==> config.mk <==
export PLATFORM = sky130hd
export DESIGN_NAME = debounce_pulse
export DESIGN_NICKNAME = d
export VERILOG_FILES = /design/src/rtl/debounce_pulse.sv
export SDC_FILE = /design/constraint.sdc
export NUM_CORES = 1
export LEC_CHECK = 0
export ABC_AREA = 1
export CORE_AREA = 2 2 39 41
export DETAILED_ROUTE_END_ITERATION = 7
export DIE_AREA = 0 0 41 43
export GPL_ROUTABILITY_DRIVEN = 1
export PLACE_DENSITY_LB_ADDON = 0.2
export SYNTH_ARGS = -nofsm -noshare
export SYNTH_HDL_FRONTEND = slang
export SYNTH_SLANG_ARGS = --single-unit
==> constraint.sdc <==
create_clock -name clk -period 1.89 [get_ports clk]
set_input_delay 0.2835 -clock clk [delete_from_list [all_inputs] [get_ports clk]]
set_output_delay 0.2835 -clock clk [all_outputs]
set_load 0.005 [all_outputs]
==> src/rtl/debounce_pulse.sv <==
// Debouncer with 2-flop synchronizer: qualifies a level change for DEBOUNCE_CYCLES
// cycles, then updates `level` and pulses `enable` once on each accepted rising edge.
module debounce_pulse #(
  parameter int unsigned DEBOUNCE_CYCLES = 4
) (
  input  logic clk,
  input  logic reset,
  input  logic btn_in,
  output logic level,
  output logic enable,
  output logic busy
);

  localparam int unsigned CNT_W = (DEBOUNCE_CYCLES > 2) ? $clog2(DEBOUNCE_CYCLES) : 1;
  localparam logic [CNT_W-1:0] CNT_LAST = CNT_W'(DEBOUNCE_CYCLES - 1);

  typedef enum logic [1:0] {
    IDLE_LOW  = 2'd0,
    WAIT_HIGH = 2'd1,
    IDLE_HIGH = 2'd2,
    WAIT_LOW  = 2'd3
  } state_t;

  logic             s1_q, s1_d;
  logic             s2_q, s2_d;
  state_t           state_q, state_d;
  logic [CNT_W-1:0] cnt_q, cnt_d;
  logic             level_q, level_d;
  logic             enable_q, enable_d;
  logic             busy_q, busy_d;

  always_comb begin
    s1_d     = btn_in;
    s2_d     = s1_q;
    state_d  = state_q;
    cnt_d    = cnt_q;
    enable_d = 1'b0;

    case (state_q)
      IDLE_LOW: begin
        if (s2_q) begin
          state_d = WAIT_HIGH;
          cnt_d   = '0;
        end
      end
      WAIT_HIGH: begin
        if (!s2_q) begin
          state_d = IDLE_LOW;
          cnt_d   = '0;
        end else if (cnt_q == CNT_LAST) begin
          state_d  = IDLE_HIGH;
          enable_d = 1'b1;
        end else begin
          cnt_d = cnt_q + CNT_W'(1);
        end
      end
      IDLE_HIGH: begin
        if (!s2_q) begin
          state_d = WAIT_LOW;
          cnt_d   = '0;
        end
      end
      WAIT_LOW: begin
        if (s2_q) begin
          state_d = IDLE_HIGH;
          cnt_d   = '0;
        end else if (cnt_q == CNT_LAST) begin
          state_d = IDLE_LOW;
        end else begin
          cnt_d = cnt_q + CNT_W'(1);
        end
      end
      default: begin
        state_d = IDLE_LOW;
        cnt_d   = '0;
      end
    endcase

    // Outputs are registered from the next state so they align with the state flop.
    level_d = (state_d == IDLE_HIGH) || (state_d == WAIT_LOW);
    busy_d  = (state_d == WAIT_HIGH) || (state_d == WAIT_LOW);
  end

  always_ff @(posedge clk) begin
    if (!reset) begin
      s1_q     <= 1'b0;
      s2_q     <= 1'b0;
      state_q  <= IDLE_LOW;
      cnt_q    <= '0;
      level_q  <= 1'b0;
      enable_q <= 1'b0;
      busy_q   <= 1'b0;
    end else begin
      s1_q     <= s1_d;
      s2_q     <= s2_d;
      state_q  <= state_d;
      cnt_q    <= cnt_d;
      level_q  <= level_d;
      enable_q <= enable_d;
      busy_q   <= busy_d;
    end
  end

  assign level  = level_q;
  assign enable = enable_q;
  assign busy   = busy_q;

endmodule

# Word level (Yosys, flattened, before mapping)
# Index checks and enable logic that the tools add are counted.
# Widths: inputs -> output; s select.
[totals]
reg_bits = 9
in_bits = 3
wordCells = 36
[classes]
addsub = 1
eq_ne = 9
n_mux = 14
reduce_logical = 5
[op_table]
columns = ["cell", "n"]
rows = [
  ["$mux 2", 11],
  ["$pmux 2 s4", 2],
  ["$eq 2x2->1 const B", 5],
  ["$eq 2x1->1 const B", 2],
  ["$ne 2x2->1 const B", 2],
  ["$reduce_and 3->1", 1],
  ["$add 2x1->2 const B", 1],
  ["$logic_not 2->1", 1],
  ["$logic_or 1x1->1", 2],
  ["$reduce_and 2->1", 1],
  ["$mux 1", 1],
]

# Depth between registers and ports, before layout
[logic_depth]
word_depth = 6
depth_mapped = 6

# Least setup slack after synthesis
# No wires, ideal clock.
[synth_path]
path_type = "register to register"
start = "reg, netlist name busy"
end = "reg level_q (netlist: level)"
arrival_ns = 0.745
path_slack_ns = 1.075
path_stages_with_launch = 5
n_path_buf = 0
path_cell_list = "dfxtp_1 > nand2_2 > nor2_4 > o21ai_2 > a21oi_1"
[synth_lines]
columns = ["item", "line_no", "text"]
rows = [
  ["to (signal assigned)", "98", "level_q <= level_d;"],
  ["to (decl)", "28", "logic level_q, level_d;"],
]

# Worst setup path in the final report
[layout_path]
start = "reg busy_q (netlist: busy)"
end = "out busy"
[layout_lines]
columns = ["item", "line_no", "text"]
rows = [
  ["from (decl)", "30", "logic busy_q, busy_d;"],
  ["from (signal assigned)", "100", "busy_q <= busy_d;"],
  ["to (decl)", "11", "output logic busy"],
]
# No word-level cell between the ends.

==> impl_metrics.toml <==
[global_routing]
overflow = 0
grt_pass1_vias = 245
grt_use_met3 = 0.0471
grt_pass1_wl_um = 945
grt_antenna_before_repair = 0
use_met1 = 0.0948
grt_use_total = 0.0888
top_usage_layer = "met2"
grt_max_degree = 6
met2_usage = 0.109

[sta]
tightestPinTransition_ns = 0.192
slew_headroom = 0.871
rsz0062_at_grt = "false"
fin_ws_ns = 0.433
timing.final.crit_share = 0.771
hold_violations = 0
fin_crit_ns = 1.46
skew_ns = 0.000129
clock.fmax_mhz = 686
fin_tns_setup_ns = 0
setup_viol = 0
slew_violations = 0

[clock_tree]
cts_tree = "built"
clk_latency_ns = 0.25
clkSlewWorstSetupHoldPaths_ns = 0.05
cts_buffers = 3
holdBufCountCts = 0
htree_levels = 1
clockBufferDepth = 2
clock-sinks = 8
cts-resized-gates = 0
postCtsSetupBuffers = 0
cts_root_buf = "clkbuf_4"

[min_path]
hold_depth = 2
hold_path_class = "reg -> reg"
min-delay-start = "s1_q"
min_to = "s2_q"

[worst_setup_path]
slowest_stage = "clkdlybuf4s50_1"
end_kind = "output pin"
critical_path_class = "reg -> out"
slowest_delay_ns = 0.53
cp_max_fo = 5
reg2reg_to = "state_q[1]"
cp-start-kind = "flop"
worst-r2r-cell-count = 4
arrival_ns = 1.17
crit_buf_inv = 1
crit_required_ns = 1.61
timing.rr.start = "busy"
cpLargestDelayFamily = "buffers and inverters"
crit_chain = "clkdlybuf4s50_1"
regToRegSetupSlack_ns = 1.00

[synthesis]
ys_seq_elements = 8
synth_top_area_cell = "dfxtp_1"
synth_cell_type_count = 12
syn_inst = 37
synth_nets = 40
synthTopCellsByCount = "8 x dfxtp_1, 8 x nand2_1, 7 x inv_1, 4 x a21oi_1, 3 x nand2_2"
async_reset_ff_frac = 0
avgSynthCellArea_um2 = 8.15
synth_ff_type = "dfxtp_1"
yosysWarnings = 0
synth_top_area_frac = 0.531
netlist_top_cells_area = "dfxtp_1 53%, nand2_1 10%, inv_1 8.7%"
netlist_area_um2 = 302
ys_seq_area_frac = 0.531
synth_edf_count = 0

[floorplanning]
num_rows = 14
design.core.area_um2 = 1380
ios = 6
die_area_um2 = 1760
die_x_um = 41
start_util = 0.218
die_y_um = 43

[detailed_routing]
drc = 0
final_antenna_net_count = 0
via_count = 243
vias_per_cell = 3.98
routedWlPerCell_um = 8.25
firstDrtPassIters = 4
wl_um = 503
first_iter_violations = 1

[place]
numPortBuffers = 5
place_worst_setup_slack_ns = 0.613
dp_hpwl_um = 407
gp_congestion = 0.774

[cells_and_area]
nets = 50
diodes = 0
area_delta_synth_final_pct = 30.7
drive_gt1_frac = 0.200

[power]
leakage_nw = 0.164
power_mw = 0.317
p_per_area_nw_per_um2 = 803
peakVddDrop_uv = 285

[status]
status = "finished, final reports clean"

[job]
drv_cap = 0
worst max-delay path by stage:
stage / start / to / slack (ns) / depth (start not counted)
after floorplan: busy / level / 1.08 / 4
after CTS: busy / busy / 0.42 / 1
after global placement: reset / enable / 0.64 / 3
final: busy / busy / 0.43 / 1
after global routing: busy / busy / 0.36 / 1
after detailed placement: reset / enable / 0.61 / 3
cells in the final DEF, fill, tap and decap left out, drive strengths merged:
cell,n
nand4,1
clkbuf,3
nand2,11
nor3,1
a21oi,4
o21ai,1
clkdlybuf4s50,5
dfxtp,8
inv,8
nor4,1
nand3,1
nor2,1
through the flow:
step | instances | utilization | cell area [um2] | hold slack (ns)
final | 61 | 0.285 | 394 | 0.423
after global routing | 61 | 0.285 | 394 | 0.443
after CTS | 61 | 0.285 | 394 | 0.429
after detailed placement | 58 | 0.269 | 372 | 0.415
after global placement | 58 | 0.269 | 372 | 0.419
after floorplan | 37 | - | 302 | 0.377
cells by family after synthesis:
logic type	Yosys count	share of synthesized area
and+or+nand+nor	16	0.274
DFF	8	0.531
buffers and inverters	8	0.0996
AOI/OAI and AO/OA	5	0.0954
layer usage:
layer,part of all wire,wire length (um),up-vias
li1,-,-,131
met1,0.44,223,106
met2,0.49,247,4
met3,0.044,22,2
met4,0.020,10,0
met5,0,0,-
sequential cells by signal (all words and copies together) (netlist names):
name / flops
busy: 1
s2_q: 1
level: 1
s1_q: 1
state_q: 1
cnt_q: 2
enable: 1
worst register-to-register path, delay by kind of cell, from the launching register on:
kind	cells	cell delay, ns
simple gates	2	0.24
flops	1	0.40
compound gates	2	0.18
layout make-up:
class                      instances  area [um2]
fill                             149         990
sequential                         8         160
multi-input combinational         21         111
timing repair buffer               5        50.0
inverter                           8        30.0
clock buffer                       3        22.5
tap                               16        20.0
power by group:
group,internal (mW),leakage [nW],switching [mW]
clock network,0.0726,0.0138,0.0566
registers,0.171,0.0649,0.00164
logic,0.00721,0.0851,0.00706
total,0.251,0.164,0.0653
No activity file was read; power rests on OpenSTA's default activity.
